--- src/rtl/uart_pkg.sv ---
// Shared UART constants and a pointer-width helper used by the receive and transmit buffers.
package uart_pkg;

  localparam int UART_DATA_W            = 8;
  localparam int UART_RX_FIFO_DEPTH_DEF = 16;

  // Number of address bits needed to index 'value' entries (value >= 2).
  function automatic int clog2(input int value);
    int result;
    int v;
    result = 0;
    v      = value - 1;
    while (v > 0) begin
      result = result + 1;
      v      = v >> 1;
    end
    return result;
  endfunction

endpackage

--- src/rtl/uart_rx_fifo_if.sv ---
// Host-side valid/ready byte stream presented by the UART receive buffer.
interface uart_rx_fifo_if #(
  parameter int DATA_W = 8
);
  logic [DATA_W-1:0] out_data;
  logic              out_valid;
  logic              out_ready;

  modport master (
    output out_data,
    output out_valid,
    input  out_ready
  );

  modport slave (
    input  out_data,
    input  out_valid,
    output out_ready
  );
endinterface

--- src/rtl/uart_sync_fifo.sv ---
// Single-clock show-ahead FIFO: combinational head read, simultaneous push/pop,
// and a push into a full FIFO is accepted only when a pop frees an entry that cycle.
module uart_sync_fifo
  import uart_pkg::*;
#(
  parameter  int DEPTH  = UART_RX_FIFO_DEPTH_DEF,
  parameter  int DATA_W = UART_DATA_W,
  localparam int ADDR_W = clog2(DEPTH),
  localparam int CNT_W  = ADDR_W + 1
) (
  input  logic              clk,
  input  logic              reset_n,
  input  logic              push,
  input  logic              pop,
  input  logic [DATA_W-1:0] wr_data,
  output logic [DATA_W-1:0] rd_data,
  output logic [CNT_W-1:0]  count,
  output logic              full,
  output logic              empty,
  output logic              wr_en
);

  logic [DATA_W-1:0] mem_q [DEPTH];
  logic [ADDR_W-1:0] wr_ptr_q, wr_ptr_d;
  logic [ADDR_W-1:0] rd_ptr_q, rd_ptr_d;
  logic [CNT_W-1:0]  count_q, count_d;
  logic              rd_en;

  assign empty = (count_q == '0);
  assign full  = (count_q == CNT_W'(DEPTH));
  assign rd_en = pop & ~empty;
  // A pop in the same cycle makes room, so a full FIFO still accepts the push.
  assign wr_en = push & (~full | rd_en);

  always_comb begin
    wr_ptr_d = wr_ptr_q;
    rd_ptr_d = rd_ptr_q;
    if (wr_en) wr_ptr_d = wr_ptr_q + ADDR_W'(1);
    if (rd_en) rd_ptr_d = rd_ptr_q + ADDR_W'(1);
    count_d = count_q + CNT_W'(wr_en) - CNT_W'(rd_en);
  end

  always_ff @(posedge clk or negedge reset_n) begin
    if (!reset_n) begin
      wr_ptr_q <= '0;
      rd_ptr_q <= '0;
      count_q  <= '0;
    end else begin
      wr_ptr_q <= wr_ptr_d;
      rd_ptr_q <= rd_ptr_d;
      count_q  <= count_d;
    end
  end

  always_ff @(posedge clk) begin
    if (wr_en) mem_q[wr_ptr_q] <= wr_data;
  end

  // Memory is never cleared, so the head is forced to zero while empty.
  assign rd_data = empty ? '0 : mem_q[rd_ptr_q];
  assign count   = count_q;

endmodule

--- src/rtl/uart_rx_fifo.sv ---
// UART receive buffer: edge-detected byte capture, overflow and framing-error tracking.
// Optional flow-control output rts_n is built when UART_RX_FIFO_RTS_EN is defined.
module uart_rx_fifo
  import uart_pkg::*;
#(
  parameter  int DEPTH  = UART_RX_FIFO_DEPTH_DEF,
  parameter  int DATA_W = UART_DATA_W,
`ifdef UART_RX_FIFO_RTS_EN
  parameter  int AFULL  = 12,
`endif
  localparam int CNT_W  = clog2(DEPTH) + 1
) (
  input  logic              clk,
  input  logic              reset_n,
  input  logic [DATA_W-1:0] rx_data,
  input  logic              rx_ready,
  input  logic              rx_error,
  uart_rx_fifo_if.master    host,
  output logic [CNT_W-1:0]  count,
  output logic              full,
  output logic              overflow,
  output logic [7:0]        frame_err_cnt,
  input  logic              clr_flags
`ifdef UART_RX_FIFO_RTS_EN
  ,
  output logic              rts_n
`endif
);

  logic              rx_ready_q;
  logic              rx_error_q;
  logic              overflow_q, overflow_d;
  logic [7:0]        frame_err_cnt_q, frame_err_cnt_d;
  logic              push, pop, err_evt, drop;
  logic              wr_en, empty;
  logic [DATA_W-1:0] rd_data;

  assign push    = rx_ready & ~rx_ready_q;
  assign err_evt = rx_error & ~rx_error_q;
  assign pop     = ~empty & host.out_ready;
  assign drop    = push & ~wr_en;

  uart_sync_fifo #(
    .DEPTH  (DEPTH),
    .DATA_W (DATA_W)
  ) u_fifo (
    .clk     (clk),
    .reset_n (reset_n),
    .push    (push),
    .pop     (pop),
    .wr_data (rx_data),
    .rd_data (rd_data),
    .count   (count),
    .full    (full),
    .empty   (empty),
    .wr_en   (wr_en)
  );

  // A fresh event in the clearing cycle survives the clear.
  always_comb begin
    overflow_d      = overflow_q | drop;
    frame_err_cnt_d = frame_err_cnt_q;
    if (err_evt && frame_err_cnt_q != 8'hFF) frame_err_cnt_d = frame_err_cnt_q + 8'd1;
    if (clr_flags) begin
      overflow_d      = drop;
      frame_err_cnt_d = {7'd0, err_evt};
    end
  end

  always_ff @(posedge clk or negedge reset_n) begin
    if (!reset_n) begin
      rx_ready_q      <= 1'b0;
      rx_error_q      <= 1'b0;
      overflow_q      <= 1'b0;
      frame_err_cnt_q <= '0;
    end else begin
      rx_ready_q      <= rx_ready;
      rx_error_q      <= rx_error;
      overflow_q      <= overflow_d;
      frame_err_cnt_q <= frame_err_cnt_d;
    end
  end

`ifdef UART_RX_FIFO_RTS_EN
  localparam logic [CNT_W-1:0] AFULL_C = CNT_W'(AFULL);

  logic [CNT_W-1:0] count_next;
  logic             rts_n_q, rts_n_d;

  // Track the next occupancy so rts_n changes in the same cycle as count.
  always_comb begin
    count_next = count + CNT_W'(wr_en) - CNT_W'(pop);
    rts_n_d    = (count_next >= AFULL_C);
  end

  always_ff @(posedge clk or negedge reset_n) begin
    if (!reset_n) rts_n_q <= 1'b0;
    else          rts_n_q <= rts_n_d;
  end

  assign rts_n = rts_n_q;
`endif

  assign host.out_data  = rd_data;
  assign host.out_valid = ~empty;
  assign overflow       = overflow_q;
  assign frame_err_cnt  = frame_err_cnt_q;

endmodule

--- src/flat_wrapper.sv ---
// flat-port wrapper written by rule: the top's interface ports become plain ports
module uart_rx_fifo_flat import uart_pkg::*;
#(
  parameter  int DEPTH  = UART_RX_FIFO_DEPTH_DEF,
  parameter  int DATA_W = UART_DATA_W,

  localparam int CNT_W  = clog2(DEPTH) + 1
)
  (clk, reset_n, rx_data, rx_ready, rx_error, count, full, overflow, frame_err_cnt, clr_flags, host_out_data, host_out_valid, host_out_ready);
  uart_rx_fifo_if #(.DATA_W(DATA_W)) host_i ();
  input  logic clk;
  input  logic reset_n;
  input  logic [DATA_W-1:0] rx_data;
  input  logic rx_ready;
  input  logic rx_error;
  output logic [CNT_W-1:0] count;
  output logic full;
  output logic overflow;
  output logic [7:0] frame_err_cnt;
  input  logic clr_flags;
  output wire logic [$bits(host_i.out_data)-1:0] host_out_data;
  output wire logic [$bits(host_i.out_valid)-1:0] host_out_valid;
  input wire logic [$bits(host_i.out_ready)-1:0] host_out_ready;
  assign host_out_data = host_i.out_data;
  assign host_out_valid = host_i.out_valid;
  assign host_i.out_ready = host_out_ready;
  uart_rx_fifo #(.DEPTH(DEPTH), .DATA_W(DATA_W)) u_core (.clk(clk), .reset_n(reset_n), .rx_data(rx_data), .rx_ready(rx_ready), .rx_error(rx_error), .host(host_i), .count(count), .full(full), .overflow(overflow), .frame_err_cnt(frame_err_cnt), .clr_flags(clr_flags));
endmodule
--- config.mk ---
export PLATFORM = sky130hd
export DESIGN_NAME = uart_rx_fifo_flat
export DESIGN_NICKNAME = d
export VERILOG_FILES = /design/src/rtl/uart_pkg.sv /design/src/rtl/uart_rx_fifo_if.sv /design/src/rtl/uart_sync_fifo.sv /design/src/rtl/uart_rx_fifo.sv /design/src/flat_wrapper.sv
export SDC_FILE = /design/constraint.sdc
export NUM_CORES = 1
export LEC_CHECK = 0
export BUFFER_PORTS_ARGS = -buffer_cell sky130_fd_sc_hd__buf_2
export CAP_MARGIN = 0
export CELL_PAD_IN_SITES_DETAIL_PLACEMENT = 1
export CELL_PAD_IN_SITES_GLOBAL_PLACEMENT = 1
export CORE_UTILIZATION = 40
export CTS_CLUSTER_DIAMETER = 100
export DETAILED_ROUTE_END_ITERATION = 8
export HOLD_SLACK_MARGIN = 0.15
export PLACE_DENSITY_LB_ADDON = 0.1
export SYNTH_ARGS = -nofsm -noshare
export SYNTH_HDL_FRONTEND = slang
export SYNTH_SLANG_ARGS = --single-unit
--- constraint.sdc ---
create_clock -name clk -period 2.3 [get_ports clk]
set_input_delay 0.46 -clock clk [delete_from_list [all_inputs] [get_ports clk]]
set_output_delay 0.46 -clock clk [all_outputs]
set_load 0.01 [all_outputs]
After elaboration in Yosys (flattened, before gate mapping):

Memory sizes are Yosys's and may differ from the RTL's.
Index checks and enable logic that the tools add are counted.

* input bits: 14
* RAM bits: 128
* output and inout port bits: 24
* register bits: 24
* memories kept: 1
* word-level logic and storage cells: 37

Memories
* u_core.u_fifo.mem_q: words 16, width 8, read ports 1, clocked after memory_dff 0, write ports 1, line uart_sync_fifo.sv:23 `logic [DATA_W-1:0] mem_q [DEPTH];`

* equality and inequality tests: 2
* multiplexer cells: 6
* bitwise gates (word level): 13
* $add $sub $neg: 5
* reduce and logical (&&, ||, !) cells: 3

Operators with widths (number)
* 2-to-1 mux 8 bit: 3
* adder 4 x 1 -> 4 bit, second input constant: 2
* adder 8 x 1 -> 8 bit, second input constant: 1
* != test 8 bit, second input constant: 1
* bitwise AND 1 bit: 6
* adder 5 x 1 -> 5 bit: 1
* equality test 5 bit, second input constant: 1
* logical NOT 5 bit: 1
* NOT 1 bit: 5
* subtractor 5 x 1 -> 5 bit: 1
* 2-to-1 mux 1 bit: 3
* bitwise OR 1 bit: 2
* nonzero test 2 bit: 1
* logical AND 1 bit: 1

Logic depth before layout (Yosys ltp):

Gate-level depths: netlist of the first run.

* depth after elaboration: 10
* depth in mapped cells: 14
* depth with buffers taken out: 14

Modules after synthesis:

Synthesis of the first run repeated with hierarchy kept, for this count alone.

* cells, all modules: 348
* area total of the unflattened synthesis: 6368.6 um^2

By module, submodules not included
* uart_sync_fifo: area an instance 5794.3 um^2, cells an instance 289, times used 1
* uart_rx_fifo: area an instance 574.3 um^2, cells an instance 59, times used 1

Worst setup path after synthesis of the first run:

No wires, ideal clock.

* path kind: reg2reg
* start: register u_core.u_fifo.count_q[3] (netlist: u_core.u_fifo.count[3])
* end: register u_core.u_fifo.count_q[4] (netlist: u_core.u_fifo.count[4])
* stages on the path, launching flop included: 15
* setup slack: -0.368 ns
* path buffers: 0
* arrival time: 2.588 ns
* cell sequence: dfrtp_1 -> inv_1 -> ha_1 -> nor4b_2 -> inv_1 -> nand2_1 -> nand2_1 -> nand2_1 -> ha_1 -> inv_1 -> fa_1 -> inv_1 -> a21oi_1 -> o21bai_1 -> xnor2_1

* cells in the longest elaborated chain, start to end: 8
* elaborated cells on any way between the ends: 10
* classes of those cells: add/sub (2); eq/ne (1); bitwise (6); reduce/logical (1)

RTL lines
* start, declared: line uart_sync_fifo.sv:26 `logic [CNT_W-1:0] count_q, count_d;`
* start signal, assigned: line uart_sync_fifo.sv:51 `count_q <= count_d;`
* logical NOT 5 bit (*): line uart_sync_fifo.sv:29 `assign empty = (count_q == '0);`
* NOT 1 bit (*)
* net host_out_valid: line flat_wrapper.sv:22 `output wire logic [$bits(host_i.out_valid)-1:0] host_out_valid;`
* bitwise AND 1 bit: line uart_rx_fifo.sv:40 `assign pop = ~empty & host.out_ready;`
* bitwise AND 1 bit (*): line uart_sync_fifo.sv:31 `assign rd_en = pop & ~empty;`
* bitwise OR 1 bit: line uart_sync_fifo.sv:33 `assign wr_en = push & (~full | rd_en);`
* bitwise AND 1 bit: line uart_sync_fifo.sv:33
* adder 5 x 1 -> 5 bit: line uart_sync_fifo.sv:40 `count_d = count_q + CNT_W'(wr_en) - CNT_W'(rd_en);`
* subtractor 5 x 1 -> 5 bit (*): line uart_sync_fifo.sv:40
* net u_core.u_fifo.count_d[4]: line uart_sync_fifo.sv:26

Mark *: on every way through the listed nets, which the timed path passes. The rest lies on a longest branch.
A chain may end at the register's enable or synchronous reset.

Final worst setup path of the first run:

* start: register u_core.u_fifo.rd_ptr_q[0]
* end: output host_out_data[7]

* cells in the longest elaborated chain, start to end: 2

RTL lines
* start, declared: line uart_sync_fifo.sv:25 `logic [ADDR_W-1:0] rd_ptr_q, rd_ptr_d;`
* start signal, assigned: line uart_sync_fifo.sv:50 `rd_ptr_q <= rd_ptr_d;`
* memory (16 x 8 bit)
* 2-to-1 mux 8 bit: line uart_sync_fifo.sv:60 `assign rd_data = empty ? '0 : mem_q[rd_ptr_q];`
* end, declared: line flat_wrapper.sv:21 `output wire logic [$bits(host_i.out_data)-1:0] host_out_data;`

No other way between the ends.

==> metrics, run 1 <==
H-tree depth 4; CTS Sinks 152; number of library cell types mapped by synthesis 39; Layout fillers 1460; synthesized flop and latch total 152; placed wire-length estimate 9190 um; status complete, but fails checks; Ys Warns 0; post-synthesis instance total 348; ant diodes 0; first-pass GRT wire length 21700 um; failing checks setup timing; core area 15400 sq um; total number of vias 3434; critical path type flop to output pin; DIE AREA 16400 sq um; Peak VDD IR 0.676 mV; global-route usage over all layers 18.9%; num ports 38; largest net degree at the start of global routing 36; CTS tree built; P&R area growth vs syn 23.7%; Avg Synthesized Cell Area 18.2 sq um; initial DRC count 170; die width 128 um; antenna-violating nets left 0; crit-path max FO 6; TritonRoute pass-1 iters 4; crit end category output pin; most frequent cells in the layout edfxtp_1, buf_4, buf_2; Leak 2.85 nW; initial antenna violation count 2; TritonCTS Buffers 17; Worst setup SP type flop; Final GP Congestion 0.709; Root Driver clkbuf_16; Worst Tran Pin Value 0.619 ns; grt total ovfl 0; sum of negative setup slack -2.38 ns; Clock Latency Late Sink 0.42 ns; vias in the first global route 3698; Final period util 114%; Final Hold Fails 0; met2 usage 30.2%; drt total wl 13800 um; Syn Nets 374; Die Y 128 um; PortBufs 37; Final Slew Violations 0; Slew headroom 58.7%; WL/cell 20.8 um; Clock transition at path regs 0.06 ns; Starting Density 41.3%; final worst setup slack -0.330 ns; cell area after layout 7860 sq um; max-cap violation count 0; Max Root-Sink Buffers 2; clock period minus worst slack 2.63 ns; Layout Skew 0.00716 ns; M3 GR Usage 3.96%; share of cells above drive strength 1 38.3%; sequential area share after synthesis 70.0%; CP required 1.84 ns; placed instance area 7060 sq um; path category of the worst min-delay check input port to flop; commonest non-fill, non-tap cell in the layout edfxtp_1; crit path DAT 2.17 ns; final net count 467; Post-Syn Area 6350 sq um; Row Count 45; Post-route DRC 0; cell area power density 1200 nW/um^2; met1 Use GR 24.7%; Final Setup Violations 8; Top Usage Layer GRT met2; DR vias/cell 5.16; unrepaired setup endpoints after global routing true; fmax 0.380 GHz
[synthesized netlist by cell type, drive strengths merged]
library cell / number / share of area (%)
nand4: 4 / 0.39
xnor2: 8 / 1.1
a21o: 1 / 0.12
ha: 11 / 2.2
mux4: 32 / 12
mux2i: 10 / 1.6
nor3: 6 / 0.47
xor2: 5 / 0.69
or4: 1 / 0.12
o21bai: 1 / 0.12
fa: 1 / 0.32
dfrtp: 24 / 9.5
nor2: 19 / 1.1
o22ai: 1 / 0.099
nand2: 19 / 1.1
o21ai: 3 / 0.24
and3: 2 / 0.20
and2b: 6 / 0.71
nand3: 2 / 0.16
nor4b: 1 / 0.24
clkbuf: 3 / 0.39
nand2b: 4 / 0.39
o211ai: 4 / 0.47
and4bb: 1 / 0.20
edfxtp: 128 / 61
nand3b: 1 / 0.12
a211oi: 17 / 2.0
inv: 12 / 0.71
buf: 13 / 1.7
nor2b: 5 / 0.49
a21oi: 3 / 0.30
[worst max-delay path, cell delays in order (launching register included)]
cell and delay [ns]:
dfrtp_2 0.43, buf_12 0.14, mux4_2 0.48, and2b_1 0.18
a211oi_2 0.24, a211oi_2 0.11, buf_2 0.18
[metrics by stage]
stage                     hold WS (ns)  util [%]  setup slack, ns  cells  total power, W
after global placement           0.511      45.9           -0.106    619         0.00627
after floorplan                  0.164         -           -0.108    348         0.00533
final                            0.171      51.1           -0.330    665         0.00946
after CTS                        0.155      50.6           -0.389    658         0.00944
after detailed placement         0.515      45.9           -0.161    619         0.00634
after global routing             0.161      51.1           -0.442    665         0.00998
[report_power, final]
part / switching [W] / internal (W)
Clock: 0.00110 / 0.00170
Combinational: 0.00149 / 0.00169
Sequential: 0.000231 / 0.00324
[registers in the layout, summed over array words and instances (netlist names)]
register,flops
u_core.u_fifo.mem_q,128
u_core.u_fifo.wr_ptr_q,4
u_core.u_fifo.count,5
u_core.rx_ready_q,1
u_core.u_fifo.rd_ptr_q,4
u_core.overflow,1
u_core.rx_error_q,1
u_core.frame_err_cnt,8
[final timing paths]
path,start,endpoint,slack (ns),cells past startpoint
min in group asynchronous,reset_n,u_core.frame_err_cnt[6]$_DFFE_PN0P_,0.59,2
hold reg to reg,u_core.overflow$_DFF_PN0_,u_core.overflow$_DFF_PN0_,0.55,2
setup reg to reg,u_core.u_fifo.count[3]$_DFF_PN0_,u_core.u_fifo.count[4]$_DFF_PN0_,0.01,13
max in group asynchronous,reset_n,u_core.u_fifo.rd_ptr_q[0]$_DFFE_PN0P_,1.27,2
hold / removal,rx_error,u_core.rx_error_q$_DFF_PN0_,0.17,1
setup / recovery,u_core.u_fifo.rd_ptr_q[0]$_DFFE_PN0P_,host_out_data[7],-0.33,6
[per-layer routing]
metal | part of all wire (%) | vias to the layer above
met3 | 4.4 | 27
met2 | 49 | 79
met1 | 44 | 1771
li1 | - | 1553
met4 | 2.5 | 4
met5 | 0.14 | -
[timing repair]
item | 4_1_cts | 5_1_grt
resized for setup | 31 | 9
pin swaps | 11 | 7
hold buffers | 2 | 0
endpoints found under the hold margin | 25 | 0
endpoints found under the setup margin | 10 | 9
setup buffers | 5 | 7
[cell type report]
cell class	instances	area (sq um)	area share, %
clock buffer	17	425	5.41
inverter	12	45.0	0.573
timing repair buffer	90	681	8.66
tap	211	264	3.36
sequential	152	4450	56.6
multi-input combinational	168	1820	23.1
clock inverter	15	179	2.28
[kinds of logic after synthesis]
| kind of cell | count (synthesis) | synth area share [%] |
|---|---|---|
| adder cells (fa/ha/maj) | 12 | 2.48 |
| AND/OR/NAND/NOR | 71 | 5.73 |
| AO/OA/AOI/OAI | 30 | 3.35 |
| multiplexers | 42 | 13.9 |
| flip-flops | 152 | 70.0 |
| buffers and inverters | 28 | 2.78 |
| XOR/XNOR | 13 | 1.79 |
No activity file was read; power rests on OpenSTA's default activity.
==> run 2: changes to the inputs <==
--- a/config.mk
+++ b/config.mk
@@ -12,6 +12,7 @@
 export CORE_UTILIZATION = 40
 export CTS_CLUSTER_DIAMETER = 100
 export DETAILED_ROUTE_END_ITERATION = 8
+export GPL_TIMING_DRIVEN = 0
 export HOLD_SLACK_MARGIN = 0.15
 export PLACE_DENSITY_LB_ADDON = 0.1
 export SYNTH_ARGS = -nofsm -noshare
==> metrics, run 2 (synthesis gave the netlist of run 1 again) <==
share of cells above drive strength 1 42.8% (was 38.3%); Row Count 45 (unchanged); Max Root-Sink Buffers 2 (unchanged); max-cap violation count 0 (unchanged); Starting Density 41.3% (unchanged); Final period util 118% (was 114%); largest net degree at the start of global routing 25 (was 36); unrepaired setup endpoints after global routing true (unchanged); Post-route DRC 0 (unchanged); Slew headroom 57.9% (was 58.7%); first-pass GRT wire length 22400 um (was 21700 um); Leak 2.86 nW (was 2.85 nW); TritonCTS Buffers 17 (unchanged); DR vias/cell 5.23 (was 5.16); vias in the first global route 3657 (was 3698); P&R area growth vs syn 26.8% (was 23.7%); Layout fillers 1402 (was 1460); placed cells 596 (was 619); Final Hold Fails 0 (unchanged); Peak VDD IR 0.878 mV (was 0.676 mV); H-tree depth 4 (unchanged); initial antenna violation count 0 (was 2); TritonRoute pass-1 iters 4 (unchanged); Die Y 128 um (unchanged); status complete, but fails checks (unchanged); failing checks setup timing (unchanged); most frequent cells in the layout edfxtp_1, buf_2, mux4_2 (was edfxtp_1, buf_4, buf_2); Clock transition at path regs 0.06 ns (about the same); Worst setup SP type flop (unchanged); crit end category output pin (unchanged); Root Driver clkbuf_16 (unchanged); Largest Register u_core.u_fifo.mem_q (unchanged); fmax 0.369 GHz (was 0.380 GHz); core area 15400 sq um (unchanged); hold_ws 0.303 ns (was 0.171 ns); Layout Skew 0.00767 ns (was 0.00716 ns); final net count 459 (was 467); Clock Latency Late Sink 0.43 ns (was 0.42 ns); final worst setup slack -0.411 ns (was -0.330 ns); global-route usage over all layers 19.8% (was 18.9%); initial DRC count 196 (was 170); max FFs per register 128 (unchanged); commonest non-fill, non-tap cell in the layout edfxtp_1 (unchanged); critical path type flop to output pin (unchanged); Worst Tran Pin Value 0.631 ns (was 0.619 ns); clock period minus worst slack 2.71 ns (was 2.63 ns); path category of the worst min-delay check input port to flop (unchanged); register area 4440 sq um (was 4450 sq um); crit path DAT 2.25 ns (was 2.17 ns); Final GP Congestion 0.720 (was 0.709); PortBufs 37 (unchanged); num ports 38 (unchanged); placed wire-length estimate 9130 um (was 9190 um); ant diodes 0 (unchanged); drt total wl 14600 um (was 13800 um); area of the multi-input gates 2000 sq um (was 1820 sq um); CTS tree built (unchanged); Final Non-Filler Cells 657 (was 665); crit-path max FO 6 (unchanged); CTS Sinks 152 (unchanged); Final Slew Violations 0 (unchanged); WL/cell 22.2 um (was 20.8 um); grt total ovfl 0 (unchanged); antenna-violating nets left 0 (unchanged); cell area power density 1260 nW/um^2 (was 1200 nW/um^2); CP required 1.84 ns (about the same); total number of vias 3434 (unchanged); die width 128 um (unchanged); DIE AREA 16400 sq um (unchanged); Final Setup Violations 8 (unchanged)
## run 2: cell count changes in the layout (fill, tap and decap cells not counted), sizes merged
cell         change
buf             -13
clkinvlp         -6
clkbuf           +5
bufinv           +2
inv              +2
clkinv           +1
dlygate4sd3      +1
## run 2: worst max-delay path, stage by stage, from the launching register on
cell	delay [ns]
dfrtp_1	0.37
buf_6	0.16
buf_12	0.14
clkbuf_16	0.14
mux4_2	0.54
mux2i_2	0.19
a211oi_2	0.11
buf_2	0.16
## run 2: metrics by stage
step                      utilization (%)  cell area (sq um)  total power, W  setup TNS (ns)  setup WS (ns)
after CTS                            51.5               7920          0.0100           -3.59         -0.462
after global placement               44.4               6830         0.00616          -54.34         -0.534
final                                52.4               8050          0.0101           -3.09         -0.411
after floorplan                         -               6380         0.00533          -0.108         -0.108
after global routing                 52.4               8050          0.0106           -4.28         -0.496
after detailed placement             44.4               6830         0.00621          -58.54         -0.649
## run 2: repair_timing
action | 4_1_cts | 5_1_grt
hold buffers | 3 | 0
setup endpoints to repair | 141 | 76
cloned | 1 | 1
buffers inserted | 17 | 9
pin swaps | 18 | 15
endpoints found under the hold margin | 26 | 0
resized for setup | 69 | 19
## run 2: cell type report
cell class | instances | area share, %
sequential | 152 | 55.2
multi-input combinational | 168 | 24.9
timing repair buffer | 67 | 6.23
clock buffer | 18 | 5.33
tap | 211 | 3.28
clock inverter | 14 | 2.75
buffer | 15 | 1.79
inverter | 12 | 0.560
## run 2: power breakdown
| part | leakage (nW) | switching (W) | internal (W) |
|---|---|---|---|
| combinational | 1.08 | 0.00183 | 0.00180 |
| sequential | 1.45 | 0.000184 | 0.00324 |
| clock | 0.320 | 0.00115 | 0.00194 |
## run 2: path summary, 6_finish.rpt
| kind | from | endpoint | slack [ns] | cells past startpoint |
|---|---|---|---|---|
| setup / recovery | u_core.u_fifo.rd_ptr_q[0]$_DFFE_PN0P_ | host_out_data[0] | -0.41 | 7 |
| hold / removal | clr_flags | u_core.frame_err_cnt[5]$_DFFE_PN0P_ | 0.30 | 3 |
| setup reg to reg | u_core.u_fifo.count[2]$_DFF_PN0_ | u_core.u_fifo.mem_q[0][2]$_DFFE_PP_ | 0.07 | 8 |
| hold reg to reg | u_core.overflow$_DFF_PN0_ | u_core.overflow$_DFF_PN0_ | 0.55 | 2 |
| max in group asynchronous | reset_n | u_core.u_fifo.rd_ptr_q[0]$_DFFE_PN0P_ | 1.33 | 2 |
| min in group asynchronous | reset_n | u_core.frame_err_cnt[6]$_DFFE_PN0P_ | 0.57 | 2 |
## run 2: per-layer routing
metal  global-route usage (%)  vias up  wire [um]
met5                        0        -          0
met4                     6.64        0        187
met3                     5.09       17        662
met2                     31.1       68       7120
met1                     26.9     1815       6600
li1                         -     1534          -
